File: config.mk
export PLATFORM = sky130hd
export DESIGN_NAME = reaction_game_ctrl
export DESIGN_NICKNAME = d
export VERILOG_FILES = /design/src/rtl/reaction_game_ctrl.sv
export SDC_FILE = /design/constraint.sdc
export NUM_CORES = 1
export LEC_CHECK = 0
export CORE_MARGIN = 8
export CORE_UTILIZATION = 50
export DETAILED_ROUTE_END_ITERATION = 8
export PLACE_DENSITY = 0.69
export SLEW_MARGIN = 20
export SYNTH_ARGS = -nofsm -noshare
export SYNTH_HDL_FRONTEND = slang
export SYNTH_SLANG_ARGS = --single-unit
File: constraint.sdc
create_clock -name clk -period 2.77 [get_ports clk]
set_input_delay 0.4155 -clock clk [delete_from_list [all_inputs] [get_ports clk]]
set_output_delay 0.4155 -clock clk [all_outputs]
set_load 0.02 [all_outputs]
File: src/rtl/reaction_game_ctrl.sv
// -----------------------------------------------------------------------------
// reaction_game_ctrl
//
// Purpose:
//   Single-player reaction-game controller for one game slot. After a start
//   pulse it waits DELAY_CYCLES unpaused cycles, then lights the target for
//   WINDOW_CYCLES unpaused cycles.
//     - A hit while the target is lit scores a point.
//     - A hit before the target lights counts as a miss.
//     - Letting the window expire also counts as a miss.
//   The game ends in WIN after WIN_SCORE hits, or in LOSE after MAX_MISSES
//   misses.
//
// Ports:
//   clk        in   1  system clock
//   rst_n      in   1  asynchronous, active-low reset
//   start      in   1  pulse; begins a new game from IDLE, WIN or LOSE
//   pause      in   1  level; freezes play while waiting or armed
//   hit        in   1  pulse from the player button edge detector
//   game_state out  2  00 idle/running/paused, 01 win, 10 lose
//   target     out  1  target LED drive (armed and not paused)
//   score      out  8  hits in the current game
//   misses     out  8  misses in the current game
// -----------------------------------------------------------------------------
module reaction_game_ctrl #(
    parameter int unsigned DELAY_CYCLES  = 50_000_000,
    parameter int unsigned WINDOW_CYCLES = 25_000_000,
    parameter int unsigned WIN_SCORE     = 5,
    parameter int unsigned MAX_MISSES    = 3
) (
    input  logic       clk,
    input  logic       rst_n,
    input  logic       start,
    input  logic       pause,
    input  logic       hit,
    output logic [1:0] game_state,
    output logic       target,
    output logic [7:0] score,
    output logic [7:0] misses
);

    // The counter only has to reach the larger of the two reload values,
    // which are both "cycles - 1". It is never narrower than one bit.
    localparam int unsigned CNT_MAX = (DELAY_CYCLES > WINDOW_CYCLES) ? DELAY_CYCLES : WINDOW_CYCLES;
    localparam int unsigned CNT_W   = ($clog2(CNT_MAX) < 1) ? 1 : $clog2(CNT_MAX);

    localparam logic [CNT_W-1:0] DELAY_LOAD  = CNT_W'(DELAY_CYCLES - 1);
    localparam logic [CNT_W-1:0] WINDOW_LOAD = CNT_W'(WINDOW_CYCLES - 1);
    localparam logic [CNT_W-1:0] CNT_ZERO    = CNT_W'(0);
    localparam logic [CNT_W-1:0] CNT_ONE     = CNT_W'(1);
    localparam logic [7:0]       WIN_LIMIT   = 8'(WIN_SCORE);
    localparam logic [7:0]       MISS_LIMIT  = 8'(MAX_MISSES);

    typedef enum logic [2:0] {
        ST_IDLE  = 3'd0,
        ST_WAIT  = 3'd1,
        ST_ARMED = 3'd2,
        ST_WIN   = 3'd3,
        ST_LOSE  = 3'd4
    } state_t;

    // Encoding of the 2-bit status word seen by the LED status stage.
    function automatic logic [1:0] state_code(input state_t st);
        logic [1:0] code;
        case (st)
            ST_WIN:  code = 2'b01;
            ST_LOSE: code = 2'b10;
            default: code = 2'b00;
        endcase
        return code;
    endfunction

    state_t           state_r;
    logic [CNT_W-1:0] count_r;
    logic [7:0]       score_r;
    logic [7:0]       misses_r;
    logic [1:0]       game_state_r;

    logic [7:0]       score_inc_s;
    logic [7:0]       misses_inc_s;

    // Incremented counts; terminal states are entered exactly at the limits,
    // so neither of these can wrap in practice.
    assign score_inc_s  = score_r + 8'd1;
    assign misses_inc_s = misses_r + 8'd1;

    // Game FSM: state, phase counter, score/miss tallies and the registered
    // status word all advance together on the clock edge.
    always_ff @(posedge clk or negedge rst_n) begin
        if (!rst_n) begin
            state_r      <= ST_IDLE;
            count_r      <= CNT_ZERO;
            score_r      <= 8'd0;
            misses_r     <= 8'd0;
            game_state_r <= 2'b00;
        end else begin
            case (state_r)
                // Between games only start matters; a simultaneous hit is
                // dropped. WIN/LOSE keep their tallies visible until then.
                ST_IDLE, ST_WIN, ST_LOSE: begin
                    if (start) begin
                        state_r      <= ST_WAIT;
                        count_r      <= DELAY_LOAD;
                        score_r      <= 8'd0;
                        misses_r     <= 8'd0;
                        game_state_r <= state_code(ST_WAIT);
                    end else begin
                        state_r      <= state_r;
                        count_r      <= count_r;
                    end
                end

                // Delay before the target lights. Any unpaused hit here is
                // early, including one on the final delay cycle.
                ST_WAIT: begin
                    if (pause) begin
                        count_r <= count_r;
                    end else if (hit) begin
                        misses_r <= misses_inc_s;
                        if (misses_inc_s == MISS_LIMIT) begin
                            state_r      <= ST_LOSE;
                            game_state_r <= state_code(ST_LOSE);
                        end else begin
                            state_r      <= ST_WAIT;
                            count_r      <= DELAY_LOAD;
                            game_state_r <= state_code(ST_WAIT);
                        end
                    end else if (count_r == CNT_ZERO) begin
                        state_r      <= ST_ARMED;
                        count_r      <= WINDOW_LOAD;
                        game_state_r <= state_code(ST_ARMED);
                    end else begin
                        count_r <= count_r - CNT_ONE;
                    end
                end

                // Target lit. The hit check comes before the timeout check so
                // a hit on the last window cycle still scores.
                ST_ARMED: begin
                    if (pause) begin
                        count_r <= count_r;
                    end else if (hit) begin
                        score_r <= score_inc_s;
                        if (score_inc_s == WIN_LIMIT) begin
                            state_r      <= ST_WIN;
                            game_state_r <= state_code(ST_WIN);
                        end else begin
                            state_r      <= ST_WAIT;
                            count_r      <= DELAY_LOAD;
                            game_state_r <= state_code(ST_WAIT);
                        end
                    end else if (count_r == CNT_ZERO) begin
                        misses_r <= misses_inc_s;
                        if (misses_inc_s == MISS_LIMIT) begin
                            state_r      <= ST_LOSE;
                            game_state_r <= state_code(ST_LOSE);
                        end else begin
                            state_r      <= ST_WAIT;
                            count_r      <= DELAY_LOAD;
                            game_state_r <= state_code(ST_WAIT);
                        end
                    end else begin
                        count_r <= count_r - CNT_ONE;
                    end
                end

                // Unreachable encodings recover to the reset condition.
                default: begin
                    state_r      <= ST_IDLE;
                    count_r      <= CNT_ZERO;
                    score_r      <= 8'd0;
                    misses_r     <= 8'd0;
                    game_state_r <= 2'b00;
                end
            endcase
        end
    end

    // The target LED follows the pause level directly so a paused window
    // goes dark in the same cycle the player pauses.
    assign target     = (state_r == ST_ARMED) && !pause;
    assign game_state = game_state_r;
    assign score      = score_r;
    assign misses     = misses_r;

endmodule

==> out/metrics.yaml, run 1 <==
outcome:
  outcome: "finished clean"
sta:
  finalHoldViolCount: 0
  fin_worst_skew_ps: 8.87
  rsz0062_at_grt: "false"
  tightest_slew_ps: 782
  tns_ps: 0
  setup_violations: 0
  max_freq_ghz: 0.375
  relSlewSlack_pct: 47.6
  maxSlewViolCount: 0
  min_period_ps: 2670
  fin_crit_sh_pct: 96.3
worst_setup_path:
  start_kind: "register"
  cp.required_ps: 2970
  critPathCaptureType: "register"
  worstPathMaxFanout: 13
  rr_worst_depth: 6
  arrival_ps: 2870
  crit_type: "register to register"
routing:
  met1_length_um: 4440
  drc_errors: 0
  viasPerCell: 6.54
  first_iter_violations: 306
  wl_per_cell_um: 18.3
  ant_nets: 0
  vias: 3408
  routed_wl_um: 9520
  drt_pass1_iterations: 5
  wl_met3_um: 650
  routed.top_layer: "met4"
  dr_wl_met2_um: 4260
synthesis:
  synth-edff-count: 0
  ys_types: 67
  netlist_area_um2: 3430
  ys_ff_latch: 47
  synth_top_area_share_pct: 34.3
  synth_area_leader_cell: "dfrtp_1"
  ys_top_cells_by_area: "dfrtp_1 (34%), o21ai_0 (5.0%), o31ai_1 (4.2%), nand2_1 (3.5%), nor2_1 (3.0%)"
  async_flop_share_pct: 100
  seq_area_frac_synth_pct: 34.3
  syn_inst: 410
  synth.net_count: 421
  synthFlopType: "dfrtp_1"
  yosys_warnings: 0
  synth.avg_cell_area_um2: 8.36
placement:
  dp_hpwl_um: 6640
  portBuffers: 23
  place_congestion: 0.927
job:
  maxCapViolCount: 0
cells_and_area:
  final_cell_mix: "dfrtp_1 (47), o21ai_0 (34), nand2_1 (32)"
  insertedDiodeCount: 0
  drive_above_1_share_pct: 12.9
  nNetsFinal: 451
  final_common_cell: "dfrtp_1"
  area_growth_pct: 14.8
power:
  leakagePower_nw: 1.57
  vdd_drop_max_mv: 0.461
  finalPower_mw: 3.40
  swShare_pct: 48.4
  combPwrFrac_pct: 54.5
  p_sw_mw: 1.65
  pwr-share-seq_pct: 31.8
  p_clk_share_pct: 13.7
  p_per_area_nw_per_um2: 865
  p_int_mw: 1.75
die:
  die_h_um: 98.8
  die_width_um: 98.8
  placeableCoreArea_um2: 6720
  start_util_pct: 51.0
  io_pins: 24
  row_count: 30
  die-area_um2: 9760
grt:
  overflow: 0
  grt_max_degree: 48
  grt_util_all_layers_pct: 19.3
  grt_pass1_wl_um: 15600
  grt_antenna_before_repair: 0
  grt_pass1_vias: 3097
clock_network:
  clkLatencyLatePin_ps: 310
  clockBufferDepth: 2
  cts_hold_buf: 0
  postCtsSetupRepairBufs: 0
  cts.sinks: 47
  tritoncts: "done"
  h-tree-depth: 2
  clk_pin_slew_worst_paths_ps: 100
  root_buffer: "clkbuf_8"
  cts_resized: 0
  numCtsBuffers: 5
min_path:
  min_path_type: "input port to asynchronous set/reset pin"
## per-stage QoR
step | hold slack, ps | utilization (%) | setup slack, ps | std cells | area [µm²]
finish | 180 | 58.5 | 103 | 521 | 3930
floorplan | 120 | - | 486 | 410 | 3430
detailed placement | 468 | 57.1 | 188 | 513 | 3830
CTS | 214 | 58.5 | 176 | 521 | 3930
global placement | 459 | 57.1 | 237 | 513 | 3830
global route | 256 | 58.5 | 41.8 | 521 | 3930
## final timing paths
kind,start,endpoint,slack (ps)
worst max-delay path,count_r[18],misses[1],100
worst min-delay path,rst_n,score[0],180
max in group asynchronous,rst_n,count_r[1],2150
worst max register to register,count_r[18],misses[1],100
min in group clk,game_state[1],game_state[1],490
worst min register to register,game_state[1],game_state[1],490
## cell usage after synthesis (all sizes together) (5+ instances only)
cell type,instances
nand3,14
a211oi,6
a21o,8
o211ai,13
xor2,7
a21oi,21
nor3,11
a31oi,11
o31ai,19
nand2b,5
xnor2,10
o21ai,39
or3,8
nor4,10
nand2,32
buf,7
nor2,27
dfrtp,47
or2,7
inv,18
clkbuf,18
ha,6
nand4,7
## power groups by stage
stage | Sequential [mW] | Clock, mW | Combinational, mW
floorplan | 1.03 | 0 | 1.27
global placement | 1.08 | 0 | 1.78
detailed placement | 1.08 | 0 | 1.81
CTS | 1.07 | 0.475 | 1.82
global route | 1.11 | 0.496 | 2.02
finish | 1.08 | 0.465 | 1.85
## final cells by class
class | count | area [µm²]
Clock buffer | 6 | 82.6
Clock inverter | 2 | 16.3
Fill cell | 605 | 2790
Inverter | 18 | 67.6
Multi-Input combinational cell | 320 | 2080
Sequential cell | 47 | 1180
Tap cell | 80 | 100
Timing Repair Buffer | 48 | 413
## critical path: stages, from the launching register on
cell and delay [ps]:
dfrtp_1 450, or4_4 540, or2_4 320, o31ai_1 380
a31oi_1 340, nor2_1 180, mux2_2 340
## kinds of logic after synthesis
kind of cell               after synthesis  share of synthesized area [%]
and+or+nand+nor                        144                           23.3
muxes                                    1                          0.329
AOI/OAI and AO/OA                      152                           30.4
adders and majority gates                6                           2.19
xor gates and xnor gates                17                           4.35
buffers and inverters                   43                           5.15
DFF                                     47                           34.3
## metal layers
layer / track usage, % / up-vias
met1: 26.4 / 1623
met3: 3.38 / 18
met5: 0 / -
met4: 6.02 / 0
met2: 29.9 / 141
li1: - / 1626
## flip-flops by register name, indices dropped and copies added (netlist names)
| name | count |
|---|---|
| score | 8 |
| game_state | 2 |
| state_r | 3 |
| misses | 8 |
| count_r | 26 |
Note: power is estimated with default switching activity, not from simulation.
==> run 2, diff against run 1 <==
Settings changed: CTS_CLUSTER_SIZE from default to 12.
==> results of run 2 <==
The final DEF is identical to that of run 1; final timing and power are the same.
